[src/rtl/instr_sequencer_if.sv]
// Host/processor-facing signal bundle of the instruction sequencer.
// The sequencer uses the slave modport; the host/processor side uses master.
interface instr_sequencer_if #(
    parameter int unsigned ADDR_W = 5
);
    logic              LoadEn;
    logic [ADDR_W-1:0] LoadAddr;
    logic [15:0]       LoadData;
    logic              Start;
    logic [ADDR_W:0]   Count;
    logic              Abort;
    logic              Done;
    logic [15:0]       DIN;
    logic              Run;
    logic              Busy;
    logic              Finished;
    logic              Error;
    logic [ADDR_W-1:0] PC;

    modport master (
        output LoadEn, LoadAddr, LoadData, Start, Count, Abort, Done,
        input  DIN, Run, Busy, Finished, Error, PC
    );

    modport slave (
        input  LoadEn, LoadAddr, LoadData, Start, Count, Abort, Done,
        output DIN, Run, Busy, Finished, Error, PC
    );
endinterface

[src/rtl/instr_sequencer.sv]
// Issues a loaded program to the processor over DIN/Run/Done, one word per Done,
// with a watchdog that parks in ERROR when the processor stops answering.
module instr_sequencer #(
    parameter int unsigned ADDR_W  = 5,
    parameter int unsigned TIMEOUT = 15
) (
    input  logic             Clock,
    input  logic             Resetn,
    instr_sequencer_if.slave bus
);
    localparam int unsigned DATA_W = 16;
    localparam int unsigned DEPTH  = 2 ** ADDR_W;
    localparam int unsigned CNT_W  = ADDR_W + 1;
    localparam int unsigned TMR_W  = (TIMEOUT < 2) ? 1 : $clog2(TIMEOUT + 1);

    localparam logic [CNT_W-1:0] CNT_MAX   = CNT_W'(DEPTH);
    localparam logic [TMR_W-1:0] TMR_LIMIT = TMR_W'(TIMEOUT);
    localparam logic [TMR_W-1:0] TMR_SAT   = '1;

    typedef enum logic [1:0] {
        S_IDLE  = 2'd0,
        S_ISSUE = 2'd1,
        S_WAIT  = 2'd2,
        S_ERROR = 2'd3
    } state_t;

    state_t state_q, state_d;

    logic [DATA_W-1:0] din_q,   din_d;
    logic [ADDR_W-1:0] pc_q,    pc_d;
    logic [CNT_W-1:0]  count_q, count_d;
    logic [TMR_W-1:0]  timer_q, timer_d;
    logic              run_q,   run_d;
    logic              busy_q,  busy_d;
    logic              fin_q,   fin_d;
    logic              err_q,   err_d;

    logic [DATA_W-1:0] mem [DEPTH];
    logic              mem_we;
    logic [ADDR_W-1:0] pc_inc;
    logic [TMR_W-1:0]  timer_inc;
    logic              last_instr;
    logic              wd_fire;
    logic [CNT_W-1:0]  count_clamped;
    logic [DATA_W-1:0] first_word;

    // Program memory: host writes only while idle, never during reset
    assign mem_we = Resetn && bus.LoadEn && (state_q == S_IDLE);

    always_ff @(posedge Clock) begin
        if (mem_we) begin
            mem[bus.LoadAddr] <= bus.LoadData;
        end
    end

    assign pc_inc        = pc_q + 1'b1;
    assign timer_inc     = (timer_q == TMR_SAT) ? timer_q : timer_q + 1'b1;
    assign last_instr    = ({1'b0, pc_q} == (count_q - 1'b1));
    assign wd_fire       = (TIMEOUT != 0) && (timer_inc == TMR_LIMIT);
    assign count_clamped = (bus.Count > CNT_MAX) ? CNT_MAX : bus.Count;
    // A same-cycle write to address 0 is forwarded so the new word is issued
    assign first_word    = (bus.LoadEn && (bus.LoadAddr == '0)) ? bus.LoadData : mem[0];

    // State register
    always_ff @(posedge Clock) begin
        if (!Resetn) begin
            state_q <= S_IDLE;
        end else begin
            state_q <= state_d;
        end
    end

    // Next-state and registered-output decode
    always_comb begin
        state_d = state_q;
        din_d   = din_q;
        pc_d    = pc_q;
        count_d = count_q;
        timer_d = timer_q;
        run_d   = 1'b0;
        fin_d   = 1'b0;
        err_d   = err_q;

        if (bus.Abort) begin
            state_d = S_IDLE;
        end else begin
            case (state_q)
                S_IDLE: begin
                    if (bus.Start) begin
                        if (bus.Count == '0) begin
                            fin_d = 1'b1;
                        end else begin
                            count_d = count_clamped;
                            pc_d    = '0;
                            din_d   = first_word;
                            err_d   = 1'b0;
                            timer_d = '0;
                            run_d   = 1'b1;
                            state_d = S_ISSUE;
                        end
                    end
                end
                S_ISSUE: begin
                    timer_d = '0;
                    state_d = S_WAIT;
                end
                S_WAIT: begin
                    timer_d = timer_inc;
                    // Done beats a watchdog expiry on the same edge
                    if (bus.Done) begin
                        if (last_instr) begin
                            fin_d   = 1'b1;
                            state_d = S_IDLE;
                        end else begin
                            pc_d    = pc_inc;
                            din_d   = mem[pc_inc];
                            run_d   = 1'b1;
                            state_d = S_ISSUE;
                        end
                    end else if (wd_fire) begin
                        err_d   = 1'b1;
                        state_d = S_ERROR;
                    end
                end
                S_ERROR: begin
                    state_d = S_ERROR;
                end
                default: begin
                    state_d = S_IDLE;
                end
            endcase
        end

        busy_d = (state_d == S_ISSUE) || (state_d == S_WAIT);
    end

    // Datapath and output registers
    always_ff @(posedge Clock) begin
        if (!Resetn) begin
            din_q   <= '0;
            pc_q    <= '0;
            count_q <= '0;
            timer_q <= '0;
            run_q   <= 1'b0;
            busy_q  <= 1'b0;
            fin_q   <= 1'b0;
            err_q   <= 1'b0;
        end else begin
            din_q   <= din_d;
            pc_q    <= pc_d;
            count_q <= count_d;
            timer_q <= timer_d;
            run_q   <= run_d;
            busy_q  <= busy_d;
            fin_q   <= fin_d;
            err_q   <= err_d;
        end
    end

    assign bus.DIN      = din_q;
    assign bus.PC       = pc_q;
    assign bus.Run      = run_q;
    assign bus.Busy     = busy_q;
    assign bus.Finished = fin_q;
    assign bus.Error    = err_q;
endmodule
[src/flat_wrapper.sv]
// flat-port wrapper written by rule: the top's interface ports become plain ports
module instr_sequencer_flat 
#(
    parameter int unsigned ADDR_W  = 5,
    parameter int unsigned TIMEOUT = 15
)
  (Clock, Resetn, bus_LoadEn, bus_LoadAddr, bus_LoadData, bus_Start, bus_Count, bus_Abort, bus_Done, bus_DIN, bus_Run, bus_Busy, bus_Finished, bus_Error, bus_PC);
  instr_sequencer_if #(.ADDR_W(ADDR_W)) bus_i ();
  input  logic Clock;
  input  logic Resetn;
  input wire logic [$bits(bus_i.LoadEn)-1:0] bus_LoadEn;
  input wire logic [$bits(bus_i.LoadAddr)-1:0] bus_LoadAddr;
  input wire logic [$bits(bus_i.LoadData)-1:0] bus_LoadData;
  input wire logic [$bits(bus_i.Start)-1:0] bus_Start;
  input wire logic [$bits(bus_i.Count)-1:0] bus_Count;
  input wire logic [$bits(bus_i.Abort)-1:0] bus_Abort;
  input wire logic [$bits(bus_i.Done)-1:0] bus_Done;
  output wire logic [$bits(bus_i.DIN)-1:0] bus_DIN;
  output wire logic [$bits(bus_i.Run)-1:0] bus_Run;
  output wire logic [$bits(bus_i.Busy)-1:0] bus_Busy;
  output wire logic [$bits(bus_i.Finished)-1:0] bus_Finished;
  output wire logic [$bits(bus_i.Error)-1:0] bus_Error;
  output wire logic [$bits(bus_i.PC)-1:0] bus_PC;
  assign bus_i.LoadEn = bus_LoadEn;
  assign bus_i.LoadAddr = bus_LoadAddr;
  assign bus_i.LoadData = bus_LoadData;
  assign bus_i.Start = bus_Start;
  assign bus_i.Count = bus_Count;
  assign bus_i.Abort = bus_Abort;
  assign bus_i.Done = bus_Done;
  assign bus_DIN = bus_i.DIN;
  assign bus_Run = bus_i.Run;
  assign bus_Busy = bus_i.Busy;
  assign bus_Finished = bus_i.Finished;
  assign bus_Error = bus_i.Error;
  assign bus_PC = bus_i.PC;
  instr_sequencer #(.ADDR_W(ADDR_W), .TIMEOUT(TIMEOUT)) u_core (.Clock(Clock), .Resetn(Resetn), .bus(bus_i));
endmodule
[config.mk]
export PLATFORM = sky130hd
export DESIGN_NAME = instr_sequencer_flat
export DESIGN_NICKNAME = d
export VERILOG_FILES = /design/src/rtl/instr_sequencer_if.sv /design/src/rtl/instr_sequencer.sv /design/src/flat_wrapper.sv
export SDC_FILE = /design/constraint.sdc
export NUM_CORES = 1
export LEC_CHECK = 0
export BUFFER_PORTS_ARGS = -buffer_cell sky130_fd_sc_hd__buf_2
export CORE_MARGIN = 8
export CORE_UTILIZATION = 56
export DETAILED_ROUTE_END_ITERATION = 7
export MAX_ROUTING_LAYER = met4
export PLACE_DENSITY = 0.76
export SLEW_MARGIN = 5
export SYNTH_ARGS = -nofsm -noshare
export SYNTH_HDL_FRONTEND = slang
export SYNTH_SLANG_ARGS = --single-unit
[constraint.sdc]
create_clock -name Clock -period 2.1 [get_ports Clock]
set_input_delay 0.105 -clock Clock [delete_from_list [all_inputs] [get_ports Clock]]
set_output_delay 0.105 -clock Clock [all_outputs]
set_load 0.03 [all_outputs]
### Word level (Yosys, flattened, before mapping)

Memory sizes are Yosys's and may differ from the RTL's.
Index checks and enable logic that the tools add are counted.

* register bits after elaboration: 37
* bits in latches: 0
* bits in writable memories: 512
* memory bits (read-only): 0
* input bits: 33
* output and inout bits: 25
* logic and storage cells: 85
* memories kept: 1

* add/sub/neg operators: 3
* $mul: 0
* div/mod/pow operators: 0
* magnitude comparators: 1
* eq/ne operators: 14
* shift-type cells: 0
* muxes and demuxes: 40
* bitwise operators: 3
* reductions and logical operators: 14

Memories
* u_core.mem: depth 32, bits a word 16, read ports 2, clocked after Yosys merged registers in 0, wr ports 1, line instr_sequencer.sv:38 `logic [DATA_W-1:0] mem [DEPTH];`

Operator list (count)
* $mux W16: 5
* $pmux W16 S2: 1
* $mux W5: 4
* $mux W1: 15
* $mux W4: 3
* $pmux W4 S3: 1
* $reduce_and A6 Y1: 2
* $mux W2: 5
* $ne A2 B2 Y1 const B: 5
* $pmux W5 S2: 1
* $eq A4 B4 Y1 const B: 2
* $pmux W2 S4: 1
* $reduce_and A4 Y1: 2
* $eq A2 B2 Y1 const B: 3
* $eq A5 B6 Y1: 1
* $gt A6 B6 Y1 const B: 1
* $logic_not A6 Y1: 1
* $mux W6: 1
* $pmux W1 S2: 3
* $sub A6 B1 Y6 const B: 1
* $add A5 B1 Y5 const B: 1
* $logic_not A5 Y1: 1
* $add A4 B1 Y4 const B: 1
* $eq A2 B1 Y1 const B: 2
* other kinds (8): 12

### Depth between registers and ports, before layout

* depth after elaboration: 9
* depth in mapped cells: 9
* mapped depth without buffers: 7

### Worst setup path after synthesis

Ideal clock, no wire load.

* path type: register -> register
* start: register u_core.pc_q[1] (netlist: u_core.bus.PC[1])
* end: register u_core.din_q[12] (netlist: u_core.bus.DIN[12])
* library setup time: 134 ps
* arrival time: 2266 ps
* path slack: -300 ps
* cell stages (with the launch flop): 8
* path buffers: 2
* period minus slack after synthesis: 2400 ps
* cells stage by stage: dfxtp_1 > ha_1 > buf_2 > clkbuf_1 > mux4_2 > mux2_2 > a221oi_1 > a311oi_1

* longest elaborated chain between the ends: 5

Ends and longest elaborated chain
* start, declared: line instr_sequencer.sv:30 `logic [ADDR_W-1:0] pc_q, pc_d;`
* start signal, assigned: line instr_sequencer.sv:150 `pc_q <= pc_d;`
* $add A5 B1 Y5: line instr_sequencer.sv:56 `assign pc_inc = pc_q + 1'b1;`
* $mem_v2 Z32 W16
* $mux W16: line instr_sequencer.sv:111 `if (last_instr) begin`
* $mux W16: line instr_sequencer.sv:110 `if (bus.Done) begin`
* $pmux W16 S2: line instr_sequencer.sv:87 `case (state_q)`
* end signal, assigned: line instr_sequencer.sv:149 `din_q <= din_d;`
* end, declared: line instr_sequencer.sv:29 `logic [DATA_W-1:0] din_q, din_d;`

Several ways; a longest one is shown, not always the timed one. The select of a mux whose other input is x is not followed.
A chain may end at the register's enable or synchronous reset.

### Worst setup path after layout

* start: register u_core.pc_q[0] (netlist: u_core.bus.PC[0])
* end: register u_core.din_q[5] (netlist: u_core.bus.DIN[5])

Same word-level chain as after synthesis.

==> results_dict.tcl <==
set metrics [dict create \
    rows 72 \
    grt.overflow.total 0 \
    final_nets 1405 \
    ys_seq_area_share_pct 73.4 \
    timing_max_transition_violations_final 0 \
    synth_enable_flop_cells 512 \
    min-delay-start "bus_LoadData[10]" \
    cts_max_level 2 \
    post_synthesis_share_of_cell_area_spent_on_full_adders_half_adders_and_majority_gates_pct 0.171 \
    violations "negative setup slack" \
    drive_above_1_share_pct 43.6 \
    avgRoutedWirePerCell_um 30.4 \
    synthDominantCellAreaShare_pct 70.0 \
    root_buffer "sky130_fd_sc_hd__clkbuf_16" \
    port-buffer-count 57 \
    grt_first_pass_wirelength_um 83500 \
    cts_inserted_buffers 54 \
    post-route-drc-count 0 \
    postSynth.topFlopCell "sky130_fd_sc_hd__edfxtp_1" \
    fp.coreArea_um2 38600 \
    ys_async_rst_share_pct 0 \
    hold_path.class "primary input to flip-flop" \
    post_synth_instance_area_um2 22000 \
    outcome "complete, but fails checks" \
    synth_nets 1118 \
    synth_compound_area_share_pct 3.60 \
    yosys.area_share.xor_xnor_pct 0.433 \
    vias 12577 \
    relSlewSlack_pct 57.4 \
    groute.usage.overall_pct 25.3 \
    starting_density_of_the_core_pct 56.8 \
    areaGrowthSynthToFinish_pct 25.3 \
    postLayoutCoreUtil_pct 71.2 \
    critical_path.startpoint_type "flip-flop" \
    dieWidth_um 214 \
    yosysUniqueCellTypes 64 \
    number_of_global_route_vias_before_repair 12498 \
    worstRegToRegCells 9 \
    finalSetupViolations 20 \
    yosysWarningCount 0 \
    register_clock_pin_slew_on_the_reported_worst_setup_and_hold_paths_ns 0.06 \
    max_clock_freq_mhz 434 \
    synth.mux.area_fraction_pct 17.1 \
    synth_commonest_cells "512 x sky130_fd_sc_hd__edfxtp_1, 128 x sky130_fd_sc_hd__mux4_2, 64 x sky130_fd_sc_hd__mux2_2" \
    synth.top_cells.by_area "sky130_fd_sc_hd__edfxtp_1 70%, sky130_fd_sc_hd__mux4_2 13%, sky130_fd_sc_hd__dfxtp_1 3.4%" \
    worst-endpoint-arrival_ns 2.76 \
    ioPinCount 58 \
    drt_iter0_markers 1884 \
    crit_start "u_core.bus.PC[0]" \
    clock_insertion_delay_worst_skew_ns 0.60 \
    clock-skew-final_ns 0.0138 \
    number_of_nets_with_antenna_violations_after_routing 0 \
    num_clock_sinks 549 \
    cts_buffer_depth 3 \
    vdd_drop_max_mv 0.687 \
    cap_viol_max_count 0 \
    cp-end-kind "flip-flop" \
    routabilityCongestion 0.885 \
    grt_antenna_before_repair 4 \
    crit_required_ns 2.55 \
    worstMarginPinSlew_ns 0.638 \
    detailed_place_hpwl_um 34800 \
    power_leakage_uw 0.00890 \
    netlist_instances 1082 \
    postRouteWirelength_um 58700 \
    die_height_um 214 \
    min_hold_slack_ns 0.0181 \
    post_synth.cell_area_avg_um2 20.3 \
    grt_start_max_net_pins 39 \
    rr_startpoint "u_core.bus.PC[0]" \
    fp.dieArea_um2 45800 \
    detail_route.vias_per_cell 6.51 \
    timing.final.hold_violations 0 \
    post-synth-top-area-cell "sky130_fd_sc_hd__edfxtp_1" \
    worstPathMaxFanout 5 \
    final.min_clock_period_ns 2.30 \
    power_per_cell_area_nw_per_um2 793 \
    detailedRoute.firstPassIterationCount 5 \
    post-synth-top-count-cell "sky130_fd_sc_hd__edfxtp_1" \
    synth_top_family_by_area "multiplexers" \
    tritoncts_clock_tree "done" \
    synth_simple_gate_area_share_pct 3.58 \
    min_delay_path_depth 1 \
    final.setup.worst_slack_ns -0.205 \
    path_class "flip-flop to flip-flop" \
    final_cycle_utilization_of_the_critical_path_pct 110 \
    grt_setup_unrepaired "yes" \
    yosys_register_bits 549 \
]
state kept, by name (all words and copies together) (netlist names):
| name | count |
|---|---|
| u_core.bus.Error | 1 |
| u_core.bus.DIN | 16 |
| u_core.bus.PC | 5 |
| u_core.timer_q | 4 |
| u_core.mem | 512 |
| u_core.state_q | 2 |
| u_core.count_q | 6 |
| u_core.bus.Run | 1 |
| u_core.bus.Busy | 1 |
| u_core.bus.Finished | 1 |
worst max-delay path, stage by stage (launching register included):
cell	delay [ns]
sky130_fd_sc_hd__dfxtp_4	0.37
sky130_fd_sc_hd__ha_4	0.27
sky130_fd_sc_hd__buf_12	0.15
sky130_fd_sc_hd__buf_12	0.12
sky130_fd_sc_hd__buf_16	0.13
sky130_fd_sc_hd__mux4_2	0.30
sky130_fd_sc_hd__mux2_4	0.30
sky130_fd_sc_hd__a221oi_2	0.28
sky130_fd_sc_hd__buf_4	0.16
sky130_fd_sc_hd__a311oi_2	0.09
stage by stage:
stage | total power, uW | worst slack (ns) | cell area [um^2] | instances | setup TNS (ns)
global route | 22400 | -0.278 | 27500 | 1931 | -3.65
detailed placement | 13000 | -0.349 | 24500 | 1766 | -4.04
finish | 21800 | -0.205 | 27500 | 1932 | -2.42
floorplan | 12500 | -0.176 | 22000 | 1082 | -77.34
global placement | 12900 | -0.300 | 24500 | 1766 | -3.52
CTS | 21800 | -0.122 | 27000 | 1907 | -1.53
cell usage in the layout, fill, tap and decap left out, types with 9 or more instances in the layout:
| master | netlist | routed |
|---|---|---|
| sky130_fd_sc_hd__clkbuf_1 | 19 | 16 |
| sky130_fd_sc_hd__edfxtp_1 | 512 | 512 |
| sky130_fd_sc_hd__nand2_1 | 14 | 13 |
| sky130_fd_sc_hd__nand3b_1 | 10 | 10 |
| sky130_fd_sc_hd__mux4_2 | 128 | 128 |
| sky130_fd_sc_hd__dlygate4sd3_1 | 0 | 18 |
| sky130_fd_sc_hd__a21oi_1 | 16 | 13 |
| sky130_fd_sc_hd__buf_16 | 0 | 10 |
| sky130_fd_sc_hd__mux2i_1 | 16 | 9 |
| sky130_fd_sc_hd__buf_2 | 20 | 57 |
| sky130_fd_sc_hd__buf_4 | 8 | 128 |
| sky130_fd_sc_hd__nor2_1 | 46 | 43 |
| sky130_fd_sc_hd__mux2_2 | 64 | 41 |
| sky130_fd_sc_hd__clkbuf_16 | 0 | 56 |
| sky130_fd_sc_hd__clkinv_1 | 0 | 12 |
| sky130_fd_sc_hd__buf_6 | 6 | 20 |
| sky130_fd_sc_hd__a221oi_2 | 0 | 13 |
| sky130_fd_sc_hd__dfxtp_1 | 37 | 31 |
| sky130_fd_sc_hd__nor3_1 | 23 | 23 |
| sky130_fd_sc_hd__buf_12 | 0 | 52 |
| sky130_fd_sc_hd__nand3_1 | 13 | 9 |
| sky130_fd_sc_hd__a32oi_1 | 16 | 10 |
| sky130_fd_sc_hd__mux2_4 | 0 | 23 |
| sky130_fd_sc_hd__a311oi_1 | 16 | 15 |
final timing paths:
check,endpoint,slack [ns]
worst max-delay path,u_core.bus.DIN[5],-0.20
worst min-delay path,u_core.mem[22][10],0.02
worst max register to register,u_core.bus.DIN[5],-0.20
worst min register to register,u_core.bus.Error,0.49
area by class of cell:
| type | count | area [um^2] |
|---|---|---|
| clock inverters | 26 | 178 |
| multi-input cells | 465 | 6000 |
| clock buffers | 71 | 1440 |
| inverters | 9 | 33.8 |
| repair buffers | 290 | 3070 |
| fillers | 2181 | 11100 |
| diodes | 4 | 10.0 |
| flip-flops and latches | 549 | 16100 |
| well taps | 518 | 648 |
routing by layer:
layer / vias to the layer above / wire length, um / track usage (%)
met2: 834 / 28100 / 38.7
met5: - / 0 / -
met3: 130 / 6570 / 5.67
met4: 0 / 2040 / 9.46
met1: 6454 / 22000 / 33.4
li1: 5159 / - / -
logic make-up after synthesis:
group / count (synthesis)
AOI/OAI and AO/OA: 93
buffers and inverters: 70
and+or+nand+nor: 149
xor gates and xnor gates: 10
muxes: 208
DFF: 549
adders and majority gates: 3
report_power, final:
| group | internal, uW | switching (uW) |
|---|---|---|
| Combinational | 252 | 515 |
| Sequential | 12000 | 44.9 |
| Clock | 5030 | 3950 |
| Total | 17300 | 4510 |
what timing repair did:
action,in CTS,in global routing
hold endpoints to repair,75,0
setup buffers,19,20
gates cloned,7,3
hold buffers,18,0
resized for setup,77,63
pin swaps,17,22
setup endpoints to repair,24,24
Note: power is estimated with default switching activity, not from simulation.
